$ cat src/rtl/i2s_rx_deserializer.sv
// I2S receiver: oversamples sclk/lrclk/sdata in the mclk domain and recovers
// left/right PCM words, presenting one pair per frame with a valid pulse.
module i2s_rx_deserializer #(
    parameter int unsigned DATA_WIDTH = 24,
    parameter int unsigned SLOT_BITS  = 32
) (
    input  logic                  line_in_mclk,
    input  logic                  rst,
    input  logic                  line_in_sclk,
    input  logic                  line_in_lrclk,
    input  logic                  line_in_sdata,
    output logic [DATA_WIDTH-1:0] left_sample,
    output logic [DATA_WIDTH-1:0] right_sample,
    output logic                  sample_valid,
    output logic                  sync_err
);

    localparam int unsigned CNT_W = $clog2(SLOT_BITS + 1);

    localparam logic [CNT_W-1:0] DW_CNT   = CNT_W'(DATA_WIDTH);
    localparam logic [CNT_W-1:0] LAST_CNT = CNT_W'(DATA_WIDTH - 1);
    localparam logic [CNT_W-1:0] SLOT_CNT = CNT_W'(SLOT_BITS);

    typedef enum logic [1:0] {
        StWaitLr,
        StCapture,
        StHunt
    } state_t;

    logic                  r_sclk_s1;
    logic                  r_sclk_s2;
    logic                  r_lrclk_s1;
    logic                  r_sdata_s1;

    state_t                r_state;
    logic                  r_lr_prev;
    logic                  r_cur_ch;
    logic [CNT_W-1:0]      r_bit_cnt;
    logic [DATA_WIDTH-1:0] r_shreg;
    logic                  r_word_done;
    logic                  r_done_ch;
    logic [DATA_WIDTH-1:0] r_left_hold;
    logic                  r_have_l;

    logic [DATA_WIDTH-1:0] r_left_sample;
    logic [DATA_WIDTH-1:0] r_right_sample;
    logic                  r_sample_valid;
    logic                  r_sync_err;

    logic                  w_rise;
    logic                  w_boundary;

    // sclk/lrclk/sdata are data here, not clocks: sample them into mclk.
    always_ff @(posedge line_in_mclk) begin
        if (rst) begin
            r_sclk_s1  <= 1'b0;
            r_sclk_s2  <= 1'b0;
            r_lrclk_s1 <= 1'b0;
            r_sdata_s1 <= 1'b0;
        end else begin
            r_sclk_s1  <= line_in_sclk;
            r_sclk_s2  <= r_sclk_s1;
            r_lrclk_s1 <= line_in_lrclk;
            r_sdata_s1 <= line_in_sdata;
        end
    end

    assign w_rise     = r_sclk_s1 & ~r_sclk_s2;
    assign w_boundary = w_rise & (r_lrclk_s1 != r_lr_prev);

    always_ff @(posedge line_in_mclk) begin
        if (rst) begin
            r_state        <= StWaitLr;
            r_lr_prev      <= 1'b0;
            r_cur_ch       <= 1'b0;
            r_bit_cnt      <= '0;
            r_shreg        <= '0;
            r_word_done    <= 1'b0;
            r_done_ch      <= 1'b0;
            r_left_hold    <= '0;
            r_have_l       <= 1'b0;
            r_left_sample  <= '0;
            r_right_sample <= '0;
            r_sample_valid <= 1'b0;
            r_sync_err     <= 1'b0;
        end else begin
            r_sample_valid <= 1'b0;
            r_word_done    <= 1'b0;

            if (w_rise) begin
                r_lr_prev <= r_lrclk_s1;
                if (w_boundary) begin
                    // The bit sampled here is the previous slot's last bit (I2S delay).
                    r_bit_cnt <= '0;
                    r_cur_ch  <= r_lrclk_s1;
                    unique case (r_state)
                        StCapture: begin
                            if (r_bit_cnt < DW_CNT) begin
                                r_sync_err <= 1'b1;
                                r_state    <= StHunt;
                                r_have_l   <= 1'b0;
                            end
                        end
                        default: begin
                            if (!r_lrclk_s1) begin
                                r_state <= StCapture;
                            end
                        end
                    endcase
                end else begin
                    if (r_bit_cnt != SLOT_CNT) begin
                        r_bit_cnt <= r_bit_cnt + CNT_W'(1);
                    end
                    if (r_bit_cnt < DW_CNT) begin
                        r_shreg <= {r_shreg[DATA_WIDTH-2:0], r_sdata_s1};
                        if ((r_bit_cnt == LAST_CNT) && (r_state == StCapture)) begin
                            r_word_done <= 1'b1;
                            r_done_ch   <= r_cur_ch;
                        end
                    end
                end
            end

            // Word completed on the previous cycle; shreg is stable until the next rise.
            if (r_word_done) begin
                if (!r_done_ch) begin
                    r_left_hold <= r_shreg;
                    r_have_l    <= 1'b1;
                end else if (r_have_l) begin
                    r_left_sample  <= r_left_hold;
                    r_right_sample <= r_shreg;
                    r_sample_valid <= 1'b1;
                    r_have_l       <= 1'b0;
                end
            end
        end
    end

    assign left_sample  = r_left_sample;
    assign right_sample = r_right_sample;
    assign sample_valid = r_sample_valid;
    assign sync_err     = r_sync_err;

endmodule

$ cat config.mk
export PLATFORM = sky130hd
export DESIGN_NAME = i2s_rx_deserializer
export DESIGN_NICKNAME = d
export VERILOG_FILES = /design/src/rtl/i2s_rx_deserializer.sv
export SDC_FILE = /design/constraint.sdc
export NUM_CORES = 1
export LEC_CHECK = 0
export ABC_AREA = 1
export BUFFER_PORTS_ARGS = -buffer_cell sky130_fd_sc_hd__buf_2
export CORE_UTILIZATION = 48
export CTS_CLUSTER_SIZE = 25
export DETAILED_ROUTE_END_ITERATION = 10
export GPL_TIMING_DRIVEN = 0
export PLACE_DENSITY = 0.81
export SLEW_MARGIN = 20
export SYNTH_ARGS = -nofsm -noshare
export SYNTH_HDL_FRONTEND = slang
export SYNTH_SLANG_ARGS = --single-unit
$ cat constraint.sdc
create_clock -name line_in_mclk -period 1.24 [get_ports line_in_mclk]
set_input_delay 0.248 -clock line_in_mclk [delete_from_list [all_inputs] [get_ports line_in_mclk]]
set_output_delay 0.248 -clock line_in_mclk [all_outputs]
set_load 0.05 [all_outputs]
# [Word-level counts from Yosys, hierarchy flattened]
# Index checks and enable logic that the tools add are counted.
[word_totals] out_inout_bits=50 register_bits=115 wordCells=59 inputBits=5
[classes] add_sub_neg=1 n_mux=14 n_lt_le_gt_ge=1 n_bitwise=8 n_eq_ne=6 n_reduce_logical=12
[op_table] cell="$mux W6" n=2
[op_table] cell="$reduce_and A4 Y1" n=3
[op_table] cell="$mux W1" n=9
[op_table] cell="$add A6 B1 Y6 const B" n=1
[op_table] cell="$eq A6 B5 Y1 const B" n=1
[op_table] cell="$lt A6 B5 Y1 const B" n=1
[op_table] cell="$mux W2" n=3
[op_table] cell="$ne A6 B6 Y1 const B" n=1
[op_table] cell="$not A1 Y1" n=6
[op_table] cell="$reduce_and A2 Y1" n=3
[op_table] cell="$reduce_and A3 Y1" n=2
[op_table] cell="$reduce_or A4 Y1" n=1
[op_table] cell="$reduce_or A3 Y1" n=1
[op_table] cell="$and A1 B1 Y1" n=2
[op_table] cell="$eq A2 B1 Y1 const B" n=1
[op_table] cell="$ne A2 B1 Y1 const B" n=1
[op_table] cell="$ne A2 B2 Y1 const B" n=1
[op_table] cell="$reduce_bool A2 Y1" n=1
[op_table] cell="$logic_and A1 B1 Y1" n=1
[op_table] cell="$ne A1 B1 Y1" n=1

# [Logic depth before layout (Yosys ltp)]
[logic_depth] ltp_word=8 ltp_mapped=9 ltp_nobuf=9

# [Least setup slack after synthesis]
# OpenSTA, ideal clock, no wires.
[synth_path] path_kind="reg2reg" startpoint="reg r_bit_cnt[0]" endpoint="reg r_bit_cnt[4]" t_required_ps=1169 setup_time_ps=71 synth_period_minus_slack_ps=1230 t_arrival_ps=1160 stages_incl_launch_ff=10 path_slack_ps=10 path_buffers=0 cell_sequence="dfxtp_1 inv_1 ha_1 nand2_1 nor2_1 nand2_1 nand2_1 nand2_1 nand2_1 a21oi_1"
[synth_between] elab_chain_cells=3 word_cells_on_any_way=6 classes_between="1 x add/sub; 1 x eq/ne; 2 x mux; 2 x reduce/logical"
[synth_lines] element="start, declared" line="38" rtl="logic [CNT_W-1:0] r_bit_cnt;"
[synth_lines] element="start signal, assigned" line="112" rtl="r_bit_cnt <= r_bit_cnt + CNT_W'(1);"
[synth_lines] element="$add A6 B1 Y6 / $ne A6 B6 Y1 (equally long branches)" line="112, 111"
[synth_lines] element="$mux W6 / $reduce_bool A2 Y1 (equally long branches)"
[synth_lines] element="$mux W6 / $reduce_and A2 Y1 (equally long branches)"
# Parallel ways exist; a longest one is shown, timed or not. The select of a mux whose other input is x is not followed.
# A chain may end at the register's enable or synchronous reset.

# [Worst setup path in the final report]
[layout_path] startpoint="reg r_lr_prev" endpoint="reg r_shreg[12]"
[layout_between] elab_chain_cells=4
[layout_lines] element="start, declared" line="36" rtl="logic r_lr_prev;"
[layout_lines] element="start signal, assigned" line="91" rtl="r_lr_prev <= r_lrclk_s1;"
[layout_lines] element="$ne A1 B1 Y1" line="69" rtl="assign w_boundary = w_rise & (r_lrclk_s1 != r_lr_prev);"
[layout_lines] element="$and A1 B1 Y1" line="69"
[layout_lines] element="$not A1 Y1 (no line)"
[layout_lines] element="$reduce_and A3 Y1 (no line)"
[layout_lines] element="end signal, assigned" line="115" rtl="r_shreg <= {r_shreg[DATA_WIDTH-2:0], r_sdata_s1};"
[layout_lines] element="end, declared" line="39" rtl="logic [DATA_WIDTH-1:0] r_shreg;"
# No other way between the ends.

==> out/metrics.cfg <==
[layout]
antenna_cells = 0
drive_gt1_share_pct = 41.6
final_core_util_pct = 77.6
layoutNonFillerInstCount = 773
nNetsFinal = 662
design_area_sq_um = 6470
area_delta_synth_final_pct = 54.3

[clock_tree]
cts_buffers = 17
clock_path_buffers = 2
cts_tree = yes
clkLatencyLatePin_ps = 530
cts.sinks = 115
cts.root.buffer_cell = clkbuf_8
path_clk_slew_ps = 60
cts_htree_levels = 4

[placement]
dpl_cell_area_sq_um = 4590
dp.cells = 700
gp_congestion = 0.799
dp.final_hpwl_mm = 6.39
io_buffer_count = 53

[worst_hold_path]
min_from = rst
whs_path_depth = 4
hold_path_end = r_bit_cnt[5]$_SDFFE_PP0P_
hold_class = input port to register

[pwr]
switching_share_pct = 25.3
power_mw = 8.88
seq_power_share_pct = 43.5
switching_power_mw = 2.24
power_density_nw_per_um2 = 1370
peakVddDrop_uv = 1230
pwr-share-clk_pct = 50.8
p_leak_nw = 2.68
p_int_mw = 6.64
combPwrFrac_pct = 5.7

[worst_setup_path]
r2r_end = r_shreg[12]$_SDFFE_PP0P_
regToRegStartpoint = r_lr_prev$_SDFFE_PP0N_
cpLargestDelayFamily = simple AND/OR/NAND/NOR gates
cp.arrival_ps = 1960
cp-start-kind = register
crit_buf_inv = 4
cp_slowest_cell = dfxtp_4
cp-end-kind = register
crit_top_cell = buf_6
path_cells = inv_2 -> nand2_2 -> nand2_4 -> nor3_4 -> buf_6 -> buf_6 -> buf_12 -> o21ai_1 -> nor2_1
critical_path_required_ps = 1690
worstRegToRegCells = 9
crit_type = register to register
crit_path_max_fanout = 6
rrSetupSlack_ps = -270
max_stage_delay_ps = 370

[timing]
fin_ws_ps = -269
rsz0062_at_grt = yes
hold_violations = 0
clock-skew-final_ps = 5.65
finalWorstPathRequiredPeriod_ps = 1510
finalCritPeriodShare_pct = 122
slew_violations = 0
max_slew_margin_pct = 64.2
worst_slew_pin_slew_ps = 538
finalSetupTns_ps = -5200
fmax_mhz = 663
finalSetupViolCount = 86

[drt]
ant_nets = 0
routedWlPerCell_um = 16.3
first_pass_iters = 6
viasPerCell = 5.45
num_vias = 4209
routed_wl_mm = 12.6
drt_iter0_markers = 473
drc = 0

[run_status]
violations = negative setup slack
status = complete, but fails checks

[global_routing]
grt_use_total_pct = 26.4
grt-ovfl-total = 0
first_global_vias = 3888
grt_max_degree = 17
antenna_found_initial = 0
grt_pass1_wl_mm = 18.0

[floorplanning]
start_util_pct = 50.3
die_area_sq_um = 9120
die_h_um = 95.5
dieWidth_um = 95.5
pin_count = 55
core_sq_um = 8340
rows = 33

[yosys]
synth-seq-cells = 115
syn_avg_cell_area_sq_um = 7.74
synth.distinct_cells = 19
yosysWarnings = 0
synth.yosys.seq_area_share_pct = 54.9
syn_inst = 542
mappedNetlistNets = 549
synth_area_sq_um = 4190

[flow_run]
max_cap_viol_count = 0

## placed cells by master, fill, tap and decap left out, drive strengths merged
cell         synthesis  layout
o22ai                1       1
nand2               28      28
clkinvlp             0       4
clkinv               1       9
nand3               16      16
dlygate4sd3          0       5
dfxtp              115     115
a21oi               57      57
nor2               121     121
nor3                 1       1
ha                   2       2
clkbuf              21      36
nand4                3       3
buf                  9     100
inv                 69      71
o21ai               98      98
bufinv               0       1
## sequential cells by signal (all words and copies together), names as in the netlist, 2 cells and up
register and flops:
r_shreg 24, left_sample 24, r_bit_cnt 6, r_left_hold 24, right_sample 24, r_state 2
## metal layers
metal  up-vias  GRT usage (%)  part of all wire, %
met5         -              0                    0
met4         0           13.4                  3.0
met3        53           8.61                  6.6
met2       199           44.0                   51
met1      1986           30.2                   39
li1       1971              -                    -
## layout make-up
class / count / area [sq um]
Sequential cell: 115 / 2380
Fill cell: 477 / 1870
Multi-Input combinational cell: 327 / 1820
Timing Repair Buffer: 94 / 1120
Clock buffer: 17 / 414
Inverter: 70 / 270
Buffer: 30 / 195
Clock inverter: 15 / 136
Tap cell: 105 / 131
## kinds of logic after synthesis
kind of cell,count (synthesis),share of synthesized area (%)
simple gates,169,16.3
flops,115,54.9
fa+ha+maj,2,0.597
compound gates,156,18.6
buf+inv,100,9.55
## power groups by stage
stage / Sequential, mW / Combinational, mW / Clock, mW
floorplan: 3.89 / 0.208 / 0
global placement: 3.90 / 0.262 / 0
detailed placement: 3.91 / 0.272 / 0
CTS: 3.83 / 0.393 / 4.47
global route: 3.87 / 0.546 / 4.70
finish: 3.86 / 0.510 / 4.51
## worst max path at each step
stage               slack [ps]                            to                 startpoint  depth (start not counted)
detailed placement        -220  r_left_hold[10]$_SDFFE_PP0P_     r_word_done$_SDFF_PP0_                          6
floorplan                   10     r_bit_cnt[4]$_SDFFE_PP0P_  r_bit_cnt[0]$_SDFFE_PP0P_                          9
global placement          -190           r_have_l$_SDFF_PP0_     r_lr_prev$_SDFFE_PP0N_                          7
global route              -290      r_shreg[12]$_SDFFE_PP0P_      r_lrclk_s1$_SDFF_PP0_                          9
finish                    -270      r_shreg[12]$_SDFFE_PP0P_     r_lr_prev$_SDFFE_PP0N_                          9
CTS                       -140       r_shreg[5]$_SDFFE_PP0P_      r_lrclk_s1$_SDFF_PP0_                          8
## through the flow
step,hold WS [ps],worst slack [ps]
5_1_grt,71.0,-285
4_1_cts,17.8,-145
2_1_floorplan,355,9.79
6_report,34.1,-269
3_5_place_dp,424,-222
3_3_place_gp,409,-187
## worst register-to-register path: cells and delay by family (launching register included)
family | cells | cell delay [ps]
compound gates | 1 | 80
buf+inv | 4 | 420
flops | 1 | 370
simple gates | 4 | 560
## synthesized netlist by cell type
cell | count | area [sq um]
o21ai_1 | 2 | 10.0
nand3_1 | 16 | 80.1
clkinv_1 | 1 | 3.75
buf_6 | 2 | 22.5
inv_2 | 2 | 7.51
nor2_1 | 121 | 454
o21ai_0 | 96 | 480
buf_2 | 7 | 35.0
ha_1 | 2 | 25.0
clkbuf_1 | 20 | 75.1
nand2_2 | 4 | 25.0
o22ai_1 | 1 | 6.26
inv_1 | 67 | 251
dfxtp_1 | 115 | 2300
nand2_1 | 24 | 90.1
nand4_1 | 3 | 18.8
nor3_4 | 1 | 16.3
clkbuf_2 | 1 | 5.00
a21oi_1 | 57 | 285
## what timing repair did
item,CTS,global route
endpoints found under the hold margin,6,0
hold buffers,5,0
buffers inserted,26,11
pin swaps,17,22
endpoints found under the setup margin,143,154
gates cloned,2,0
gates resized for setup,242,123
(Power assumes the default switching activity.)
